===== config.mk =====
export PLATFORM = sky130hd
export DESIGN_NAME = cmd_dispatch_flat
export DESIGN_NICKNAME = d
export VERILOG_FILES = /design/src/rtl/cmd_dispatch_pkg.sv /design/src/rtl/cmd_dispatch_if.sv /design/src/rtl/cmd_dispatch_timer.sv /design/src/rtl/cmd_dispatch.sv /design/src/flat_wrapper.sv
export SDC_FILE = /design/constraint.sdc
export NUM_CORES = 1
export LEC_CHECK = 0
export BUFFER_PORTS_ARGS = -buffer_cell sky130_fd_sc_hd__buf_4
export CAP_MARGIN = 30
export CORE_ASPECT_RATIO = 1.4
export CORE_MARGIN = 1.5
export CORE_UTILIZATION = 40
export DETAILED_ROUTE_END_ITERATION = 16
export GPL_TIMING_DRIVEN = 0
export PLACE_DENSITY = 0.71
export RECOVER_POWER = 50
export SYNTH_ARGS = -nofsm -noshare
export SYNTH_HDL_FRONTEND = slang
export SYNTH_SLANG_ARGS = --single-unit
export TNS_END_PERCENT = 20

===== constraint.sdc =====
create_clock -name clk -period 2.4 [get_ports clk]
set_input_delay 0.48 -clock clk [delete_from_list [all_inputs] [get_ports clk]]
set_output_delay 0.48 -clock clk [all_outputs]
set_load 0.05 [all_outputs]

===== src/rtl/cmd_dispatch_pkg.sv =====
// Shared types and constants for the command dispatcher.
// Holds the FSM state encoding, opcode values and response bytes.
// No logic beyond a small opcode classification helper.
package cmd_dispatch_pkg;

  typedef enum logic [2:0] {
    IDLE,
    EXEC,
    CAL_WAIT,
    MOVE_WAIT,
    RESP,
    TX_WAIT
  } disp_state_t;

  localparam logic [3:0] OP_CAL     = 4'h2;
  localparam logic [3:0] OP_MOVE    = 4'h4;
  localparam logic [3:0] OP_MOVE_FF = 4'h5;
  localparam logic [3:0] OP_TOUR    = 4'h6;

  localparam logic [7:0] RESP_ACK  = 8'hA5;
  localparam logic [7:0] RESP_NACK = 8'hEE;
  localparam logic [7:0] RESP_TMO  = 8'hDD;

  // Both move flavours share the same datapath; only fanfare differs.
  function automatic logic is_move(input logic [3:0] op);
    return (op == OP_MOVE) || (op == OP_MOVE_FF);
  endfunction

endpackage


===== src/rtl/cmd_dispatch_if.sv =====
// Bundle of every dispatcher-facing signal: UART command/response handshake
// plus the calibration, move and tour start/done lines.
// master = surrounding logic (wrapper, motion, tour); slave = the dispatcher.
interface cmd_dispatch_if;
  logic        cmd_rdy;
  logic [15:0] cmd;
  logic        clr_cmd_rdy;
  logic [7:0]  resp;
  logic        trmt;
  logic        tx_done;
  logic        strt_cal;
  logic        cal_done;
  logic        move_go;
  logic [7:0]  heading;
  logic [2:0]  squares;
  logic        move_done;
  logic        fanfare;
  logic        tour_go;
  logic [5:0]  tour_xy;
  logic        busy;

  modport master (
    output cmd_rdy, cmd, tx_done, cal_done, move_done,
    input  clr_cmd_rdy, resp, trmt, strt_cal, move_go, heading, squares,
           fanfare, tour_go, tour_xy, busy
  );

  modport slave (
    input  cmd_rdy, cmd, tx_done, cal_done, move_done,
    output clr_cmd_rdy, resp, trmt, strt_cal, move_go, heading, squares,
           fanfare, tour_go, tour_xy, busy
  );
endinterface


===== src/rtl/cmd_dispatch_timer.sv =====
// Timeout counter for the calibration/move wait states.
// Latency: expired is a combinational compare of the registered count.
// Backpressure: none; clr has priority over en.
// Ports: clk, rst (sync, active-high), clr, en, expired.
module dispatch_timer #(
  parameter int unsigned     TO_W    = 24,
  parameter logic [TO_W-1:0] TIMEOUT = TO_W'(24'd10_000_000)
) (
  input  logic clk,
  input  logic rst,
  input  logic clr,
  input  logic en,
  output logic expired
);

  logic [TO_W-1:0] count_q;

  always_ff @(posedge clk) begin
    if (rst) begin
      count_q <= '0;
    end else if (clr) begin
      count_q <= '0;
    end else if (en) begin
      count_q <= count_q + TO_W'(1);
    end
  end

  assign expired = (count_q == (TIMEOUT - TO_W'(1)));

endmodule


===== src/rtl/cmd_dispatch.sv =====
// Decodes UART commands, launches calibrate/move/tour, returns a response byte.
// Latency: ack same cycle as cmd_rdy in IDLE, start pulse +1, trmt one cycle after done/decode.
// Backpressure: cmd_rdy held off (not acked) while busy; waits on tx_done before accepting more.
// Ports: clk, rst (sync, active-high), bus (cmd_dispatch_if.slave).
module cmd_dispatch
  import cmd_dispatch_pkg::*;
#(
  parameter int unsigned     TO_W    = 24,
  parameter logic [TO_W-1:0] TIMEOUT = TO_W'(24'd10_000_000)
) (
  input  logic           clk,
  input  logic           rst,
  cmd_dispatch_if.slave  bus
);

  disp_state_t state_q;
  logic [15:0] cmd_q;
  logic [7:0]  resp_q;
  logic [3:0]  op;
  logic        tmr_expired;
  logic        cmd_unused;

  assign op         = cmd_q[15:12];
  // Bit 3 carries no field for any opcode.
  assign cmd_unused = cmd_q[3];

  dispatch_timer #(
    .TO_W    (TO_W),
    .TIMEOUT (TIMEOUT)
  ) u_timer (
    .clk     (clk),
    .rst     (rst),
    .clr     (state_q == EXEC),
    .en      ((state_q == CAL_WAIT) || (state_q == MOVE_WAIT)),
    .expired (tmr_expired)
  );

  always_ff @(posedge clk) begin
    if (rst) begin
      state_q <= IDLE;
      cmd_q   <= '0;
      resp_q  <= '0;
    end else begin
      case (state_q)
        IDLE: begin
          if (bus.cmd_rdy) begin
            cmd_q   <= bus.cmd;
            state_q <= EXEC;
          end
        end
        EXEC: begin
          if (op == OP_CAL) begin
            state_q <= CAL_WAIT;
          end else if (is_move(op)) begin
            if (cmd_q[2:0] != 3'd0) begin
              state_q <= MOVE_WAIT;
            end else begin
              // Zero-length move: nothing to do, acknowledge immediately.
              resp_q  <= RESP_ACK;
              state_q <= RESP;
            end
          end else if (op == OP_TOUR) begin
            // Tour logic sends its own reply.
            state_q <= IDLE;
          end else begin
            resp_q  <= RESP_NACK;
            state_q <= RESP;
          end
        end
        CAL_WAIT: begin
          // Done is checked first so it wins a tie with expiry.
          if (bus.cal_done) begin
            resp_q  <= RESP_ACK;
            state_q <= RESP;
          end else if (tmr_expired) begin
            resp_q  <= RESP_TMO;
            state_q <= RESP;
          end
        end
        MOVE_WAIT: begin
          if (bus.move_done) begin
            resp_q  <= RESP_ACK;
            state_q <= RESP;
          end else if (tmr_expired) begin
            resp_q  <= RESP_TMO;
            state_q <= RESP;
          end
        end
        RESP: begin
          state_q <= TX_WAIT;
        end
        TX_WAIT: begin
          if (bus.tx_done) begin
            state_q <= IDLE;
          end
        end
        default: begin
          state_q <= IDLE;
        end
      endcase
    end
  end

  // Ack is gated by rst so a command presented during reset is not lost.
  assign bus.clr_cmd_rdy = (state_q == IDLE) && bus.cmd_rdy && !rst;
  assign bus.strt_cal    = (state_q == EXEC) && (op == OP_CAL);
  assign bus.move_go     = (state_q == EXEC) && is_move(op) && (cmd_q[2:0] != 3'd0);
  assign bus.tour_go     = (state_q == EXEC) && (op == OP_TOUR);
  assign bus.fanfare     = (state_q == MOVE_WAIT) && bus.move_done && (op == OP_MOVE_FF);
  assign bus.trmt        = (state_q == RESP);
  assign bus.busy        = (state_q != IDLE);
  assign bus.resp        = resp_q;
  assign bus.heading     = cmd_q[11:4];
  assign bus.squares     = cmd_q[2:0];
  assign bus.tour_xy     = {cmd_q[6:4], cmd_q[2:0]};

endmodule


===== src/flat_wrapper.sv =====
// flat-port wrapper written by rule: the top's interface ports become plain ports
module cmd_dispatch_flat import cmd_dispatch_pkg::*;
#(
  parameter int unsigned     TO_W    = 24,
  parameter logic [TO_W-1:0] TIMEOUT = TO_W'(24'd10_000_000)
)
  (clk, rst, bus_cmd_rdy, bus_cmd, bus_tx_done, bus_cal_done, bus_move_done, bus_clr_cmd_rdy, bus_resp, bus_trmt, bus_strt_cal, bus_move_go, bus_heading, bus_squares, bus_fanfare, bus_tour_go, bus_tour_xy, bus_busy);
  cmd_dispatch_if bus_i ();
  input  logic clk;
  input  logic rst;
  input wire logic [$bits(bus_i.cmd_rdy)-1:0] bus_cmd_rdy;
  input wire logic [$bits(bus_i.cmd)-1:0] bus_cmd;
  input wire logic [$bits(bus_i.tx_done)-1:0] bus_tx_done;
  input wire logic [$bits(bus_i.cal_done)-1:0] bus_cal_done;
  input wire logic [$bits(bus_i.move_done)-1:0] bus_move_done;
  output wire logic [$bits(bus_i.clr_cmd_rdy)-1:0] bus_clr_cmd_rdy;
  output wire logic [$bits(bus_i.resp)-1:0] bus_resp;
  output wire logic [$bits(bus_i.trmt)-1:0] bus_trmt;
  output wire logic [$bits(bus_i.strt_cal)-1:0] bus_strt_cal;
  output wire logic [$bits(bus_i.move_go)-1:0] bus_move_go;
  output wire logic [$bits(bus_i.heading)-1:0] bus_heading;
  output wire logic [$bits(bus_i.squares)-1:0] bus_squares;
  output wire logic [$bits(bus_i.fanfare)-1:0] bus_fanfare;
  output wire logic [$bits(bus_i.tour_go)-1:0] bus_tour_go;
  output wire logic [$bits(bus_i.tour_xy)-1:0] bus_tour_xy;
  output wire logic [$bits(bus_i.busy)-1:0] bus_busy;
  assign bus_i.cmd_rdy = bus_cmd_rdy;
  assign bus_i.cmd = bus_cmd;
  assign bus_i.tx_done = bus_tx_done;
  assign bus_i.cal_done = bus_cal_done;
  assign bus_i.move_done = bus_move_done;
  assign bus_clr_cmd_rdy = bus_i.clr_cmd_rdy;
  assign bus_resp = bus_i.resp;
  assign bus_trmt = bus_i.trmt;
  assign bus_strt_cal = bus_i.strt_cal;
  assign bus_move_go = bus_i.move_go;
  assign bus_heading = bus_i.heading;
  assign bus_squares = bus_i.squares;
  assign bus_fanfare = bus_i.fanfare;
  assign bus_tour_go = bus_i.tour_go;
  assign bus_tour_xy = bus_i.tour_xy;
  assign bus_busy = bus_i.busy;
  cmd_dispatch #(.TO_W(TO_W), .TIMEOUT(TIMEOUT)) u_core (.clk(clk), .rst(rst), .bus(bus_i));
endmodule

==> results.md <==
* Run status: complete, no violations
* Critical Path AT at ~1.7 ns
* Layout Skew at 0.01082 ns
* Async SR Flop Fraction at 0%
* Antenna violations before repair at 0
* Mapped Area at 0.002601 mm^2
* Area grow syn2layout at 18.71%
* First-pass GRT wire length at approximately 11000 um
* CP cell instances: nor3b_1 > and3_1 > buf_4
* PD cells at 649.0 mW/mm^2
* Post-route ant nets at 0
* Clock Latency Late Sink at around 0.31 ns
* CP max-delay cell: nor3b_1
* Vias per std cell at 5.458
* Port Buffers at 51
* Slew @ Worst Pin at 0.6452 ns
* Endpoints failing hold at 0
* Worst path max stage delay at 0.57 ns
* Synthesis Warnings at 0
* CP Launch Type: flop
* GRT overflow at 0
* Total track usage at 18.31%
* Residual DRC count at 0
* Clock Pin Slew Worst Setup and Hold Paths at 0.10 ns
* DR pass1 iterations at 4
* Nets at approximately 400
* Diode count at 0
* EDFF count, synth at 0
* Clk buf depth at 2
* Synth top area share at approximately two fifths
* Vias in the first global route at 2348
* Max-slew headroom at 56.66%
* Met3 usage at 3.681%
* Crit path kind: reg2out
* Sink Count at 50
* Largest net degree at the start of global routing at 17
* Area leader, netlist: dfxtp_1
* Setup_tns at 0 ns
* Share of layout cells above drive strength 1 at 19.95%
* Drt first-iter violations at between 150 and 200
* Avg Inst Size Synth at between 8 and 9 um^2
* Worst setup EP type: output pin
* GRT busiest layer: met2
* Crit Path Max Fanout at 5
* # fillers at 651
* Die height at roughly 98 um
* GRT met1 Usage at 19.83%
* Routability cong. at 0.8475
* # setup viols final at 0
* Root Driver: clkbuf_8
* Gate Count Post-Synth at 313
* Flops & latches, synth at 50
* Worst path required time at 1.92 ns
* Commonest cells in the netlist: dfxtp_1 (50), nand2_1 (49), a21oi_1 (29), buf_4 (18), nor2_1 (17)
* Max-cap viol count at 0
* Post-DP HPWL at 4737 um
* CTS tree: built
* Sequential element share of the synthesized area at between 30% and 40%
* Final core utilization at 49.38%
* Die area at ~0.007 mm^2
* Routed WL at just over 6000 um
* # IOs at 54
* Initial Utilization at 41.60%
* Vias at around 2400
* GR Util met2 at 34.54%
* Syn nets at 336
* Top cells by area, synth: dfxtp_1 (38%), nand2_1 (7.1%), a21oi_1 (5.6%)
* Hold Crit Class: in2reg
* Tmin final at 2.222 ns
* Peak VDD IR at 0.4922 mV
* Cts bufs inserted at 5
* Rows at 34
* Count leader, synth: dfxtp_1
* Htree depth at 2
* Core area at 0.006254 mm^2
* Max Slew Vio Count at 0
* Distinct cells, synth at 52
* Routed WL per cell at 14.01 um
* Max Freq at 450.1 MHz
* Main synth FF type: dfxtp_1
* Leakage at 1.146 nW
* Die Wd at 71.16 um
* Period utilisation layout at 92.58%
[cells by family after synthesis]
logic type                 share of synthesized area [%]
AOI/OAI and AO/OA                                  17.46
xor gates and xnor gates                           3.704
adders and majority gates                         0.4809
buffers and inverters                              9.860
DFF                                                38.48
muxes                                              1.154
and+or+nand+nor                                    28.86
[worst max-delay path: cells and delay by family (launching register included)]
family / cells / cell delay (ns)
and+or+nand+nor: 2 / 0.83
buffers and inverters: 1 / 0.20
DFF: 1 / 0.41
[sequential cells by signal, summed over array words and instances, names as in the netlist]
name,flops
u_core.u_timer.count_q,24
u_core.cmd_q,15
u_core.bus.resp,8
u_core.state_q,3
[path summary, 6_finish.rpt]
kind	start	to	slack, ns	cells past startpoint
worst min register to register	u_core.cmd_q[11]	u_core.cmd_q[11]	0.47	2
worst min-delay path	bus_cmd[10]	u_core.cmd_q[10]	0.40	3
worst max-delay path	u_core.cmd_q[13]	bus_tour_go	0.18	3
worst max register to register	u_core.state_q[1]	u_core.u_timer.count_q[0]	0.48	6
[timing repair]
item | CTS | global route
resized for setup | 1 | 3
hold buffers | 0 | 0
setup endpoints to repair | 1 | 3
buffers inserted | 0 | 0
[cells in the final DEF, fill, tap and decap left out, drive strengths merged, types with 2 or more instances in the layout]
cell,instances
buf,53
dfxtp,50
nand2,49
clkbuf,40
a21oi,29
nor2,17
or4,10
o31ai,10
nand4,9
nand3,9
xor2,8
nor3,8
inv,6
and3,6
o21ai,6
and4,5
nor4,4
o21a,4
mux2i,3
and2,3
xnor2,3
a211oi,3
nor3b,3
a2111oi,3
or3,3
nor4bb,2
nand2b,2
o2bb2ai,2
a21o,2
or3b,2
o211ai,2
clkinv,2
[metrics by stage]
| step | hold slack (ns) | area, um^2 | total power [mW] | setup WS [ns] | instances |
|---|---|---|---|---|---|
| 6_report | 0.4040 | 3088 | 2.004 | 0.1782 | 443 |
| 2_1_floorplan | 0.4367 | 2606 | 1.382 | 0.1277 | 313 |
| 5_1_grt | 0.4060 | 3088 | 2.091 | -0.02491 | 443 |
| 3_3_place_gp | 0.4433 | 3079 | 1.553 | 0.2433 | 436 |
| 3_5_place_dp | 0.4499 | 3079 | 1.561 | 0.2094 | 436 |
| 4_1_cts | 0.4051 | 3171 | 2.057 | 0.01258 | 443 |
[final cells by class]
class	count	area (um^2)	area share [%]
plain buffers	37	229.0	7.415
clock buffers	5	68.82	2.229
clock inverters	3	21.27	0.6888
inverters	6	22.52	0.7293
multi-input cells	219	1366	44.25
flip-flops and latches	50	1001	32.41
well taps	72	90.09	2.917
repair buffers	51	289.0	9.360
[where the power goes]
part	internal [mW]	switching, mW	leakage [nW]
clock	0.206	0.300	0.0441
sequential	0.881	0.0374	0.407
combinational	0.175	0.405	0.695
[routing by layer]
| layer | wire (um) | vias to the layer above |
|---|---|---|
| li1 | - | 1220 |
| met1 | 2467 | 1111 |
| met2 | 3372 | 77 |
| met3 | 251 | 10 |
| met4 | 114 | 0 |
| met5 | 0 | - |
No activity file was read; power rests on OpenSTA's default activity.
